[config.mk]
export PLATFORM = sky130hd
export DESIGN_NAME = t01_input_conditioner_flat
export DESIGN_NICKNAME = d
export VERILOG_FILES = /design/src/rtl/t01_input_pkg.sv /design/src/rtl/t01_input_conditioner_if.sv /design/src/rtl/t01_input_channel.sv /design/src/rtl/t01_input_conditioner.sv /design/src/flat_wrapper.sv
export SDC_FILE = /design/constraint.sdc
export NUM_CORES = 1
export LEC_CHECK = 0
export ABC_AREA = 0
export BUFFER_PORTS_ARGS = -buffer_cell sky130_fd_sc_hd__buf_2
export CELL_PAD_IN_SITES_DETAIL_PLACEMENT = 0
export CELL_PAD_IN_SITES_GLOBAL_PLACEMENT = 1
export CORE_MARGIN = 2
export CORE_UTILIZATION = 44
export CTS_BUF_LIST = sky130_fd_sc_hd__clkbuf_4 sky130_fd_sc_hd__clkbuf_8 sky130_fd_sc_hd__clkbuf_16
export CTS_CLUSTER_DIAMETER = 100
export DETAILED_ROUTE_END_ITERATION = 10
export PLACE_DENSITY_LB_ADDON = 0.1
export SKIP_LAST_GASP = 1
export SYNTH_ARGS = -nofsm -noshare
export SYNTH_HDL_FRONTEND = slang
export SYNTH_SLANG_ARGS = --single-unit
export TNS_END_PERCENT = 5
[constraint.sdc]
create_clock -name clk -period 2.95 [get_ports clk]
set_clock_uncertainty 0.1 [all_clocks]
set_input_delay 0.59 -clock clk [delete_from_list [all_inputs] [get_ports clk]]
set_output_delay 0.59 -clock clk [all_outputs]
set_load 0.1 [all_outputs]
[src/rtl/t01_input_pkg.sv]
// Shared types and default timing for the push-button input conditioner.
// The per-channel FSM states, the 25 MHz default cycle counts and the
// repeat-acceleration group size live here.
package t01_input_pkg;

  typedef enum logic [1:0] {
    IDLE   = 2'd0,
    HELD   = 2'd1,
    DAS    = 2'd2,
    REPEAT = 2'd3
  } t01_in_state_t;

  localparam int DEF_N_CH             = 8;
  localparam int DEF_SYNC_STAGES      = 2;
  localparam int DEF_DEBOUNCE_CYCLES  = 250000;
  localparam int DEF_DAS_DELAY_CYCLES = 4000000;
  localparam int DEF_ARR_CYCLES       = 1250000;

  // Number of consecutive repeat actions before the repeat interval halves
  // (only used when T01_INPUT_REPEAT_ACCEL_EN is defined).
  localparam int ACCEL_GROUP = 8;

endpackage

[src/rtl/t01_input_conditioner_if.sv]
// Button bus between the raw pins / game FSM and the input conditioner.
// master: the side driving buttons and consuming pulses; slave: the conditioner.
interface t01_input_conditioner_if #(
  parameter int N_CH = 8
);

  logic            en;
  logic [N_CH-1:0] pb_i;
  logic [N_CH-1:0] repeat_mask_i;
  logic [N_CH-1:0] level_o;
  logic [N_CH-1:0] press_o;
  logic [N_CH-1:0] release_o;
  logic [N_CH-1:0] action_o;

  modport master (
    output en, pb_i, repeat_mask_i,
    input  level_o, press_o, release_o, action_o
  );

  modport slave (
    input  en, pb_i, repeat_mask_i,
    output level_o, press_o, release_o, action_o
  );

endinterface

[src/rtl/t01_input_channel.sv]
// One button channel: synchroniser, debouncer, press/release edge pulses and
// DAS/ARR auto-repeat FSM. With T01_INPUT_REPEAT_ACCEL_EN defined, the repeat
// interval halves after every ACCEL_GROUP repeats, flooring at ARR_CYCLES/4.
module t01_input_channel
  import t01_input_pkg::*;
#(
  parameter int SYNC_STAGES      = DEF_SYNC_STAGES,
  parameter int DEBOUNCE_CYCLES  = DEF_DEBOUNCE_CYCLES,
  parameter int DAS_DELAY_CYCLES = DEF_DAS_DELAY_CYCLES,
  parameter int ARR_CYCLES       = DEF_ARR_CYCLES
) (
  input  logic clk,
  input  logic nrst,
  input  logic en,
  input  logic pb,
  input  logic repeat_mask,
  output logic level,
  output logic press,
  output logic rls,
  output logic action
);

  localparam int DB_W = $clog2(DEBOUNCE_CYCLES) + 1;
  localparam int TMAX = (DAS_DELAY_CYCLES > ARR_CYCLES) ? DAS_DELAY_CYCLES : ARR_CYCLES;
  localparam int TM_W = $clog2(TMAX) + 1;

  logic [SYNC_STAGES-1:0] sync_r;
  logic                   sync_s;
  logic [DB_W-1:0]        db_cnt_r;
  logic                   stable_r;
  logic                   differ_s, settle_s, rise_s, fall_s;

  t01_in_state_t          state_r, state_nxt;
  logic [TM_W-1:0]        timer_r, timer_nxt, reload_s;
  logic                   tc_s;
  logic                   press_r, press_nxt;
  logic                   rls_r, rls_nxt;
  logic                   action_r, action_nxt;

  // Metastability synchroniser: shift raw pin through SYNC_STAGES flops.
  always_ff @(posedge clk or negedge nrst) begin
    if (!nrst) sync_r <= '0;
    else       sync_r <= {sync_r[SYNC_STAGES-2:0], pb};
  end

  assign sync_s   = sync_r[SYNC_STAGES-1];
  assign differ_s = (sync_s != stable_r);
  assign settle_s = differ_s && (db_cnt_r == DB_W'(DEBOUNCE_CYCLES - 1));
  assign rise_s   = settle_s && sync_s;
  assign fall_s   = settle_s && !sync_s;

  // Debounce: count consecutive cycles of disagreement, accept on terminal count.
  always_ff @(posedge clk or negedge nrst) begin
    if (!nrst) begin
      db_cnt_r <= '0;
      stable_r <= 1'b0;
    end else if (!differ_s || settle_s) begin
      db_cnt_r <= '0;
      stable_r <= sync_s;
    end else begin
      db_cnt_r <= db_cnt_r + DB_W'(1);
      stable_r <= stable_r;
    end
  end

  assign tc_s = (timer_r == '0);

`ifdef T01_INPUT_REPEAT_ACCEL_EN
  localparam int ACW       = $clog2(ACCEL_GROUP);
  localparam int ARR_FLOOR = ((ARR_CYCLES >> 2) > 0) ? (ARR_CYCLES >> 2) : 1;

  logic [TM_W-1:0] arr_int_r, arr_half_s;
  logic [ACW-1:0]  accel_cnt_r;
  logic            accel_tick_s, accel_hit_s;

  assign accel_tick_s = en && !fall_s && repeat_mask && (state_r == REPEAT) && tc_s;
  assign accel_hit_s  = (accel_cnt_r == ACW'(ACCEL_GROUP - 1));
  assign arr_half_s   = ((arr_int_r >> 1) < TM_W'(ARR_FLOOR)) ? TM_W'(ARR_FLOOR) : (arr_int_r >> 1);
  assign reload_s     = (accel_tick_s && accel_hit_s) ? arr_half_s : arr_int_r;

  // Repeat acceleration: halve the interval after each group of repeat ticks.
  always_ff @(posedge clk or negedge nrst) begin
    if (!nrst) begin
      arr_int_r   <= TM_W'(ARR_CYCLES);
      accel_cnt_r <= '0;
    end else if (state_nxt != REPEAT) begin
      arr_int_r   <= TM_W'(ARR_CYCLES);
      accel_cnt_r <= '0;
    end else if (accel_tick_s) begin
      if (accel_hit_s) begin
        arr_int_r   <= arr_half_s;
        accel_cnt_r <= '0;
      end else begin
        arr_int_r   <= arr_int_r;
        accel_cnt_r <= accel_cnt_r + ACW'(1);
      end
    end else begin
      arr_int_r   <= arr_int_r;
      accel_cnt_r <= accel_cnt_r;
    end
  end
`else
  assign reload_s = TM_W'(ARR_CYCLES);
`endif

  // Next-state and next-pulse logic; a debounced fall outranks any timer tick.
  always_comb begin
    state_nxt  = state_r;
    timer_nxt  = timer_r;
    press_nxt  = 1'b0;
    rls_nxt    = 1'b0;
    action_nxt = 1'b0;
    if (!en) begin
      state_nxt = IDLE;
    end else if (fall_s) begin
      rls_nxt   = 1'b1;
      state_nxt = IDLE;
    end else begin
      case (state_r)
        IDLE: begin
          if (rise_s) begin
            press_nxt  = 1'b1;
            action_nxt = 1'b1;
            if (repeat_mask) begin
              state_nxt = DAS;
              timer_nxt = TM_W'(DAS_DELAY_CYCLES - 1);
            end else begin
              state_nxt = HELD;
            end
          end else begin
            state_nxt = IDLE;
          end
        end
        HELD: begin
          state_nxt = HELD;
        end
        DAS, REPEAT: begin
          if (!repeat_mask) begin
            state_nxt = HELD;
          end else if (tc_s) begin
            action_nxt = 1'b1;
            state_nxt  = REPEAT;
            timer_nxt  = reload_s - TM_W'(1);
          end else begin
            timer_nxt = timer_r - TM_W'(1);
          end
        end
        default: begin
          state_nxt = IDLE;
        end
      endcase
    end
  end

  // FSM state, repeat timer and registered output pulses.
  always_ff @(posedge clk or negedge nrst) begin
    if (!nrst) begin
      state_r  <= IDLE;
      timer_r  <= '0;
      press_r  <= 1'b0;
      rls_r    <= 1'b0;
      action_r <= 1'b0;
    end else begin
      state_r  <= state_nxt;
      timer_r  <= timer_nxt;
      press_r  <= press_nxt;
      rls_r    <= rls_nxt;
      action_r <= action_nxt;
    end
  end

  assign level  = stable_r;
  assign press  = press_r;
  assign rls    = rls_r;
  assign action = action_r;

endmodule

[src/rtl/t01_input_conditioner.sv]
// N-channel push-button front end: one t01_input_channel per button, outputs
// packed onto the button bus. Optional repeat acceleration is enabled by
// defining T01_INPUT_REPEAT_ACCEL_EN.
module t01_input_conditioner
  import t01_input_pkg::*;
#(
  parameter int N_CH             = DEF_N_CH,
  parameter int SYNC_STAGES      = DEF_SYNC_STAGES,
  parameter int DEBOUNCE_CYCLES  = DEF_DEBOUNCE_CYCLES,
  parameter int DAS_DELAY_CYCLES = DEF_DAS_DELAY_CYCLES,
  parameter int ARR_CYCLES       = DEF_ARR_CYCLES
) (
  input logic                    clk,
  input logic                    nrst,
  t01_input_conditioner_if.slave bus
);

  logic [N_CH-1:0] level_s;
  logic [N_CH-1:0] press_s;
  logic [N_CH-1:0] rls_s;
  logic [N_CH-1:0] action_s;

  for (genvar g = 0; g < N_CH; g++) begin : g_ch
    t01_input_channel #(
      .SYNC_STAGES      (SYNC_STAGES),
      .DEBOUNCE_CYCLES  (DEBOUNCE_CYCLES),
      .DAS_DELAY_CYCLES (DAS_DELAY_CYCLES),
      .ARR_CYCLES       (ARR_CYCLES)
    ) u_ch (
      .clk         (clk),
      .nrst        (nrst),
      .en          (bus.en),
      .pb          (bus.pb_i[g]),
      .repeat_mask (bus.repeat_mask_i[g]),
      .level       (level_s[g]),
      .press       (press_s[g]),
      .rls         (rls_s[g]),
      .action      (action_s[g])
    );
  end

  assign bus.level_o   = level_s;
  assign bus.press_o   = press_s;
  assign bus.release_o = rls_s;
  assign bus.action_o  = action_s;

endmodule

[src/flat_wrapper.sv]
// flat-port wrapper written by rule: the top's interface ports become plain ports
module t01_input_conditioner_flat import t01_input_pkg::*;
#(
  parameter int N_CH             = DEF_N_CH,
  parameter int SYNC_STAGES      = DEF_SYNC_STAGES,
  parameter int DEBOUNCE_CYCLES  = DEF_DEBOUNCE_CYCLES,
  parameter int DAS_DELAY_CYCLES = DEF_DAS_DELAY_CYCLES,
  parameter int ARR_CYCLES       = DEF_ARR_CYCLES
)
  (clk, nrst, bus_en, bus_pb_i, bus_repeat_mask_i, bus_level_o, bus_press_o, bus_release_o, bus_action_o);
  t01_input_conditioner_if #(.N_CH(N_CH)) bus_i ();
  input logic clk;
  input logic nrst;
  input wire logic [$bits(bus_i.en)-1:0] bus_en;
  input wire logic [$bits(bus_i.pb_i)-1:0] bus_pb_i;
  input wire logic [$bits(bus_i.repeat_mask_i)-1:0] bus_repeat_mask_i;
  output wire logic [$bits(bus_i.level_o)-1:0] bus_level_o;
  output wire logic [$bits(bus_i.press_o)-1:0] bus_press_o;
  output wire logic [$bits(bus_i.release_o)-1:0] bus_release_o;
  output wire logic [$bits(bus_i.action_o)-1:0] bus_action_o;
  assign bus_i.en = bus_en;
  assign bus_i.pb_i = bus_pb_i;
  assign bus_i.repeat_mask_i = bus_repeat_mask_i;
  assign bus_level_o = bus_i.level_o;
  assign bus_press_o = bus_i.press_o;
  assign bus_release_o = bus_i.release_o;
  assign bus_action_o = bus_i.action_o;
  t01_input_conditioner #(.N_CH(N_CH), .SYNC_STAGES(SYNC_STAGES), .DEBOUNCE_CYCLES(DEBOUNCE_CYCLES), .DAS_DELAY_CYCLES(DAS_DELAY_CYCLES), .ARR_CYCLES(ARR_CYCLES)) u_core (.clk(clk), .nrst(nrst), .bus(bus_i));
endmodule
**Word level (Yosys, flattened, before mapping)**

Cells that the tools add are included.

- Register bits after elaboration: 400
- Logic and storage cells: 440
- Output and inout bits: 32
- Bits of input ports: 19

- Bitwise gates (word level): 8
- Multiplexer cells: 192
- $add $sub $neg: 16
- Eq/ne operators: 72
- Reductions and logical operators: 88

Operators with widths:

| operator | count |
|---|---|
| $mux W23 | 32 |
| $pmux W23 S2 | 8 |
| $logic_not A23 Y1 | 8 |
| $sub A23 B1 Y23 const B | 8 |
| $add A19 B1 Y19 const B | 8 |
| $eq A19 B18 Y1 const B | 8 |
| $mux W19 | 8 |
| $mux W2 | 48 |
| $mux W1 | 80 |
| $ne A2 B2 Y1 const B | 24 |
| $pmux W2 S3 | 8 |
| $reduce_and A6 Y1 | 8 |
| $ne A5 B5 Y1 const B | 8 |
| $eq A2 B2 Y1 const B | 16 |
| $logic_and A1 B1 Y1 | 24 |
| $eq A2 B1 Y1 const B | 8 |
| $logic_not A1 Y1 | 16 |
| $logic_not A2 Y1 | 8 |
| $pmux W1 S2 | 8 |
| $reduce_bool A2 Y1 | 8 |
| $reduce_or A2 Y1 | 8 |
| $logic_or A1 B1 Y1 | 8 |
| $ne A1 B1 Y1 | 8 |
| $not A1 Y1 | 8 |

**Longest topological paths before layout**

Gate-level depths: netlist of run 1.

- Depth after elaboration: 7
- Mapped depth: 10

**Cells and area by module**

Synthesis of run 1 repeated with hierarchy kept, for this count alone.

- Cells, all modules: 2195
- Area total of the unflattened synthesis: 21033.9 µm²

Modules (own cells, without submodules):

| module | cells an instance | area an instance (µm²) | instances |
|---|---|---|---|
| t01_input_channel (u_core.g_ch[0].u_ch ...) | 273 | 2633.8 | 7 |
| t01_input_channel (u_core.g_ch[7].u_ch) | 284 | 2597.5 | 1 |

**Worst setup path before layout of run 1**

No wires, ideal clock.

- Kind: register to register
- From: register u_core.g_ch[4].u_ch.db_cnt_r[0]
- To: register u_core.g_ch[4].u_ch.timer_r[15]
- Path slack: 0.123 ns
- Arrival time: 2.605 ns
- Cell stages (with the launch flop): 9
- Cells stage by stage: dfrtp_1 -> ha_1 -> nand3_2 -> or4b_2 -> o41ai_4 -> o22ai_2 -> and2_1 -> clkbuf_1 -> a32o_1

- Longest elaborated chain between the ends: 5
- Elaborated cells between the ends (all ways): 7

RTL lines:

| element | line | text |
|---|---|---|
| from (decl) | t01_input_channel.sv:29 | `logic [DB_W-1:0] db_cnt_r;` |
| from (signal assigned) | t01_input_channel.sv:61 | `db_cnt_r <= db_cnt_r + DB_W'(1);` |
| $eq A19 B18 Y1 (*) | t01_input_channel.sv:48 | `assign settle_s = differ_s && (db_cnt_r == DB_W'(DEBOUNCE_CYCLES - 1));` |
| $logic_and A1 B1 Y1 (*) | t01_input_channel.sv:48 |  |
| $logic_and A1 B1 Y1 (on tied branches) | t01_input_channel.sv:49, t01_input_channel.sv:50 |  |
| $ne A2 B2 Y1 (no line) / $not A1 Y1 (equally long branches) | -- |  |
| $reduce_and A6 Y1 (no line) (*) | -- |  |
| to (signal assigned) | t01_input_channel.sv:165 | `timer_r <= timer_nxt;` |
| to (decl) | t01_input_channel.sv:34 | `logic [TM_W-1:0] timer_r, timer_nxt, reload_s;` |

Mark *: on every way between the ends. The rest lies on a longest branch, timed or not.
A chain may end at the register's enable or synchronous reset.

**Final worst setup path of run 1**

- From: register u_core.g_ch[4].u_ch.timer_r[11]
- To: register u_core.g_ch[4].u_ch.timer_r[10]

- Longest elaborated chain between the ends: 4

RTL lines:

| element | line | text |
|---|---|---|
| $logic_not A23 Y1 | t01_input_channel.sv:66 | `assign tc_s = (timer_r == '0);` |
| $mux W23 | t01_input_channel.sv:140 | `end else if (tc_s) begin` |
| $mux W23 | t01_input_channel.sv:138 | `if (!repeat_mask) begin` |
| $pmux W23 S2 | t01_input_channel.sv:119 | `case (state_r)` |

No other way between the ends. The select of a mux whose other input is x is not followed.

==> metrics.md, run 1 <==
| Metric | Value |
|---|---|
| Most frequent cells in the layout | 400 x dfrtp_1, 332 x nor2_1, 202 x nand2_1, 161 x o21ai_0, 148 x a21oi_1 |
| Crit path DAT | between 3 and 4 ns |
| Critical Path RT | around 3.3 ns |
| Largest net degree at the start of global routing | 73 |
| HP Class | in -> reg |
| Full die area | 49300 µm² |
| Layout cells sized above 1 | 0.105 |
| Area of the multi-input gates | ~10000 µm² |
| Die W | 222 µm |
| Relative slew slack | 0.264 |
| Max Cap Viol | 0 |
| Area share of the largest cell type after synthesis | 0.478 |
| Synth area leaders | dfrtp_1 48%, nor2_1 6.0%, o21ai_0 3.8% |
| Worst skew pair latency | between 0.5 and 0.6 ns |
| Total global routing overflow | 0 |
| Sw Ratio | 0.229 |
| Placed Cells | 2982 |
| Register area | ~10000 µm² |
| Max Clock Freq | around 350 MHz |
| Yosys warning total | 0 |
| Initial antenna violation count | 0 |
| NetSw | 0.00274 W |
| Total Power | about 0.012 W |
| Post-DRT Antenna Nets | 0 |
| Clock power frac | 0.477 |
| CTS root buf | clkbuf_16 |
| Core ar. | about 47000 µm² |
| Synthesized area per cell | 8.90 µm² |
| Gpl congestion | 0.824 |
| Status | finished, final reports clean |
| Worst-Margin Slew | 1.10 ns |
| Vias in the first global route | 16500 |
| Most common flop cell mapped by yosys | dfrtp_1 |
| Crit Path Class | reg -> reg |
| Final period util | 0.960 |
| DRT Wirelength | between 40000 and 50000 µm |
| Peak VDD IR | between 0.3 and 0.4 mV |
| Row cnt | a little under 80 |
| Critical Path Source Type | register |
| Worst-path clk slew | ~0.06 ns |
| Drt wl/cell | between 15 and 20 µm |
| Sequential power share | 0.475 |
| Post-Layout Cell Count | around 3100 |
| Final nets | 2479 |
| Distinct cells, synth | 76 |
| HPWL Detailed | 32800 µm |
| TritonCTS clock tree | done |
| Initial core utilization | 0.448 |
| Final WS setup | about 0.12 ns |
| Via count of the routed design | 17300 |
| Syn nets | roughly 2400 |
| CP Max Fanout | 10 |
| Post-Synthesis Cell Area | approximately 21000 µm² |
| Crit end category | register |
| Antenna cells | 0 |
| GRT Resource Usage Total | 0.197 |
| Power per cell area | roughly 500 nW/µm² |
| Chip Height | approximately 220 µm |
| Final core utilization | 0.508 |
| Most common cell after layout, fill and taps aside | dfrtp_1 |
| First-pass DRT Iterations | 5 |
| Drt via density | between 5 and 6 |
| Sequential area share after synthesis | 0.478 |
| Synth area leader | dfrtp_1 |
| Post-layout min period | 2.83 ns |
| Ys async rst share | 1.00 |
| DRC | 0 |
| Worst slack at placement | between 0.1 and 0.15 ns |
| H-tree depth | 2 |
| Clk buf depth | 3 |
| Clk sinks | 400 |
| Number of fill cells | 4393 |
| Part of the power in combinational logic | 0.047 |
| Initial DRC count | 1113 |
| Cell count after synthesis | approximately 2400 |
| Int Power | 0.00924 W |
| Worst hold slack | 0.0378 ns |
| Layout Area Growth over Synthesis | 13.5% |
| RSZ-0062 raised after global routing | true |
| Finish-stage setup viols | 0 |
| Hold Fails Final Rpt | 0 |
| Number of flops mapped to enable cells by yosys | 0 |
| Number of buffers created by CTS | 47 |
| Slew Limit Fails | 0 |
| # IOs | between 50 and 60 |
| Synthesized flop and latch total | 400 |
| First-pass GRT wire length | between 80000 and 90000 µm |
| LEAKAGE | 10.4 nW |
| Buffers on Ports | 50 |
-- logic make-up after synthesis --
kind of cell,after synthesis,share of synthesized area
AND/OR/NAND/NOR,1088,0.259
AO/OA/AOI/OAI,502,0.146
flip-flops,400,0.478
buffers and inverters,196,0.0418
XOR/XNOR,134,0.0561
adder cells (fa/ha/maj),24,0.0143
multiplexers,9,0.00472
-- stage by stage --
stage          setup TNS (ns)  area (µm²)
2_1_floorplan               0       20900
3_3_place_gp                0       22100
3_5_place_dp                0       22100
4_1_cts                     0       23700
5_1_grt               -0.0619       23800
6_report                    0       23800
-- flip-flops by register name (all words and copies together), names as in the netlist --
register and count:
u_core.g_ch.u_ch.db_cnt_r 152, u_core.g_ch.u_ch.state_r 16, u_core.g_ch.u_ch.press 8, u_core.g_ch.u_ch.sync_r 16, u_core.g_ch.u_ch.rls 8, u_core.g_ch.u_ch.timer_r 184, u_core.g_ch.u_ch.action 8, u_core.g_ch.u_ch.level 8
-- synth_stat cells (37+ instances only) --
| cell | instances |
|---|---|
| a21oi_1 | 148 |
| a31oi_1 | 37 |
| clkbuf_1 | 72 |
| dfrtp_1 | 400 |
| inv_1 | 82 |
| nand2_1 | 202 |
| nand3_1 | 107 |
| nand4_1 | 48 |
| nor2_1 | 332 |
| nor3_1 | 105 |
| nor4_1 | 63 |
| o21ai_0 | 161 |
| xnor2_1 | 58 |
| xor2_1 | 76 |
-- worst paths after layout --
check                                                startpoint                         endpoint  slack, ns  cells past startpoint
worst min-delay path                                bus_pb_i[6]    u_core.g_ch[6].u_ch.sync_r[0]       0.04                      1
min in group asynchronous                                  nrst       u_core.g_ch[0].u_ch.action       0.48                      2
worst max register to register  u_core.g_ch[4].u_ch.timer_r[11]  u_core.g_ch[4].u_ch.timer_r[10]       0.12                      6
max in group asynchronous                                  nrst  u_core.g_ch[2].u_ch.timer_r[13]       1.37                      3
worst max-delay path            u_core.g_ch[4].u_ch.timer_r[11]  u_core.g_ch[4].u_ch.timer_r[10]       0.12                      6
worst min register to register    u_core.g_ch[1].u_ch.sync_r[0]    u_core.g_ch[1].u_ch.sync_r[1]       0.25                      0
-- final cells by class --
cell class,instances,area share
clock buffers,72,0.0610
clock inverters,10,0.00316
inverters,82,0.0131
multi-input cells,1757,0.423
flip-flops and latches,400,0.421
well taps,607,0.0320
repair buffers,147,0.0466
repair inverters,1,0.000316
-- timing repair --
action,in CTS,in global routing
endpoints found under the setup margin,0,15
setup buffers,0,3
hold buffers,8,0
hold endpoints to repair,60,0
gates resized for setup,0,2
-- power groups by stage --
stage | logic (W) | registers (W) | clock network (W)
final | 0.000569 | 0.00569 | 0.00571
after global routing | 0.000659 | 0.00571 | 0.00613
after CTS | 0.000586 | 0.00569 | 0.00592
after detailed placement | 0.000576 | 0.00579 | 0
after global placement | 0.000565 | 0.00578 | 0
after floorplan | 0.000313 | 0.00576 | 0
-- critical path, stage by stage, from the launching register on --
cell,delay [ns]
dfrtp_1,0.40
or4_4,0.56
or4_4,0.59
or4b_4,0.65
nand2_8,0.13
o21ai_2,0.06
a22o_1,0.23
-- routing by layer --
metal  routed length (µm)  track usage  vias up
li1                     -            -     8532
met1                23400        0.278     8412
met2                22400        0.319      304
met3                 1850       0.0268       55
met4                  793       0.0525        0
met5                    0            0        -
Note: power is estimated with default switching activity, not from simulation.
==> inputs of run 2 (changes only) <==
--- a/config.mk
+++ b/config.mk
@@ -14,7 +14,7 @@
 export CTS_BUF_LIST = sky130_fd_sc_hd__clkbuf_4 sky130_fd_sc_hd__clkbuf_8 sky130_fd_sc_hd__clkbuf_16
 export CTS_CLUSTER_DIAMETER = 100
 export DETAILED_ROUTE_END_ITERATION = 10
-export PLACE_DENSITY_LB_ADDON = 0.1
+export PLACE_DENSITY_LB_ADDON = 0.3
 export SKIP_LAST_GASP = 1
 export SYNTH_ARGS = -nofsm -noshare
 export SYNTH_HDL_FRONTEND = slang
==> metrics.md, run 2 (synthesis gave the netlist of run 1 again) <==
| Metric | Value |
|---|---|
| Worst r2r dst | u_core.g_ch[4].u_ch.timer_r[10] |
| Final nets | between 2000 and 2500 |
| Status | finished, final reports clean |
| Worst path cell trace | or4_4, or4_4, or4b_4, nand2_8, o21ai_2, a22o_1 |
| Crit end category | register |
| Reg2Reg Depth | 6 |
| Setup total negative slack | 0 ns |
| Finish-stage setup viols | 0 |
| Setup bufs post-CTS | 0 |
| First-pass DRT Iterations | 5 |
| Worst slack at placement | between 0.1 and 0.15 ns |
| Peak VDD IR | around 0.38 mV |
| LEAKAGE | ~10 nW |
| Initial core utilization | 0.448 |
| Met3 GRT Util | 0.0305 |
| Critical R2R Launch | u_core.g_ch[4].u_ch.timer_r[11] |
| Initial DRC count | ~1200 |
| Most frequent cells in the layout | 400 x dfrtp_1, 332 x nor2_1, 202 x nand2_1, 161 x o21ai_0, 148 x a21oi_1 |
| DRT Wirelength | approximately 49000 µm |
| Slew Limit Fails | 0 |
| Core ar. | between 40000 and 50000 µm² |
| Final period util | 0.964 |
| Max Cap Viol | 0 |
| Top Registers | u_core.g_ch.u_ch.timer_r: 184 flops, u_core.g_ch.u_ch.db_cnt_r: 152 flops |
| H-tree depth | 2 |
| Clk buf depth | 3 |
| Worst Hold Depth | 1 |
| Hold EP | u_core.g_ch[0].u_ch.sync_r[0] |
| Drt via density | ~5.6 |
| Vias in the first global route | 16700 |
| Post-DRT Antenna Nets | 0 |
| Crit Path Class | reg -> reg |
| GRT Resource Usage Total | 0.199 |
| Most common cell on crit path | or4_4 |
| Drt wl/cell | 15.9 µm |
| Buf+Inv Stages, Crit Path | 0 |
| HP Class | in -> reg |
| Critical Path RT | 3.31 ns |
| Most common cell after layout, fill and taps aside | dfrtp_1 |
| Power per cell area | between 500 and 600 nW/µm² |
| Total Power | roughly 0.012 W |
| Row cnt | slightly below 80 |
| Number of fill cells | about 4300 |
| Max reg flops | ~180 |
| Max Clock Freq | about 350 MHz |
| Number of buffers created by CTS | 47 |
| Worst-Margin Slew | 1.11 ns |
| Relative slew slack | 0.257 |
| RSZ-0062 raised after global routing | true |
| Initial antenna violation count | 0 |
| Die W | between 200 and 250 µm |
| Slowest CP cell | or4b_4 |
| Crit path max-delay family | simple AND/OR/NAND/NOR gates |
| Placed Cells | 2972 |
| Full die area | about 50000 µm² |
| CP Max Fanout | 10 |
| Chip Height | roughly 220 µm |
| Post-layout min period | 2.84 ns |
| Final WS setup | between 0.1 and 0.15 ns |
| Total global routing overflow | 0 |
| Hold Fails Final Rpt | 0 |
| Met1 Use GR | 0.276 |
| Gpl congestion | between 0.8 and 0.9 |
| First-pass GRT wire length | approximately 83000 µm |
| Largest net degree at the start of global routing | 85 |
| Antenna cells | 0 |
| Grt met2 use | 0.318 |
| Post-Layout Cell Count | ~3100 |
| # IOs | 51 |
| Grt peak-use layer | met2 |
| CTS root buf | clkbuf_16 |
| Crit-path max cell delay | 0.65 ns |
| Via count of the routed design | between 15000 and 20000 |
| DRC | 0 |
| TritonCTS clock tree | done |
| Layout cells sized above 1 | 0.101 |
| Crit path DAT | 3.20 ns |
| HP Start | bus_pb_i[0] |
| Biggest register | u_core.g_ch.u_ch.timer_r |
| R2R Setup Slk | 0.11 ns |
| Layout Area Growth over Synthesis | 13.3% |
| HPWL Detailed | around 33000 µm |
| Worst skew pair latency | 0.58 ns |
| Buffers on Ports | 50 |
| Final core utilization | 0.507 |
| Clk sinks | 400 |
| Worst-path clk slew | ~0.06 ns |
| Critical Path Source Type | register |
run 2: cell count changes in the layout (fill, tap and decap cells not counted), sizes merged:
cell         delta
buf            -13
clkbuf          -7
bufinv          +3
clkinv          +3
inv             +3
clkinvlp        -1
dlygate4sd3     -1
run 2: timing repair:
item,CTS,global route
hold buffers,7,0
setup endpoints to repair,0,5
hold endpoints to repair,53,0
gates resized for setup,0,0
run 2: power by group:
part	total, W	switching (W)	internal [W]
Sequential	0.00569	0.000106	0.00559
Clock	0.00598	0.00235	0.00363
Combinational	0.000557	0.000366	0.000191
run 2: layer usage:
metal  up-vias  wire [µm]
met1      8366      22900
met5         -          0
met4         0       1220
met3        79       2030
met2       338      22400
li1       8507          -
run 2: layout make-up:
class,instances,area [µm²],share of cell area
multi-input cells,1757,10000,0.424
well taps,607,759,0.0320
inverters,82,308,0.0130
repair buffers,133,988,0.0417
clock inverters,19,209,0.00881
flip-flops and latches,400,10000,0.422
clock buffers,65,1390,0.0585
run 2: how the worst max path moves through the flow:
stage | start | endpoint | slack [ns] | cells past startpoint
6_report | u_core.g_ch[4].u_ch.timer_r[11] | u_core.g_ch[4].u_ch.timer_r[10] | 0.11 | 6
5_1_grt | u_core.g_ch[6].u_ch.db_cnt_r[8] | u_core.g_ch[6].u_ch.timer_r[9] | -0.02 | 7
4_1_cts | u_core.g_ch[4].u_ch.timer_r[11] | u_core.g_ch[4].u_ch.timer_r[10] | 0.11 | 6
3_5_place_dp | u_core.g_ch[4].u_ch.timer_r[11] | u_core.g_ch[4].u_ch.timer_r[10] | 0.13 | 6
3_3_place_gp | u_core.g_ch[6].u_ch.db_cnt_r[8] | u_core.g_ch[6].u_ch.timer_r[16] | 0.13 | 7
2_1_floorplan | u_core.g_ch[4].u_ch.db_cnt_r[0] | u_core.g_ch[4].u_ch.timer_r[15] | 0.12 | 8
run 2: through the flow:
stage	hold slack, ns	area (µm²)
after floorplan	0.194	20900
after global placement	0.232	22000
after detailed placement	0.236	22000
after CTS	0.00807	23700
after global routing	0.0242	23700
final	0.0442	23700
run 2: worst reg2reg max path: cells and delay by family, from the launching register on:
family           cells  cell delay (ns)
AO/OA/AOI/OAI        2             0.30
flip-flops           1             0.41
AND/OR/NAND/NOR      4             1.92
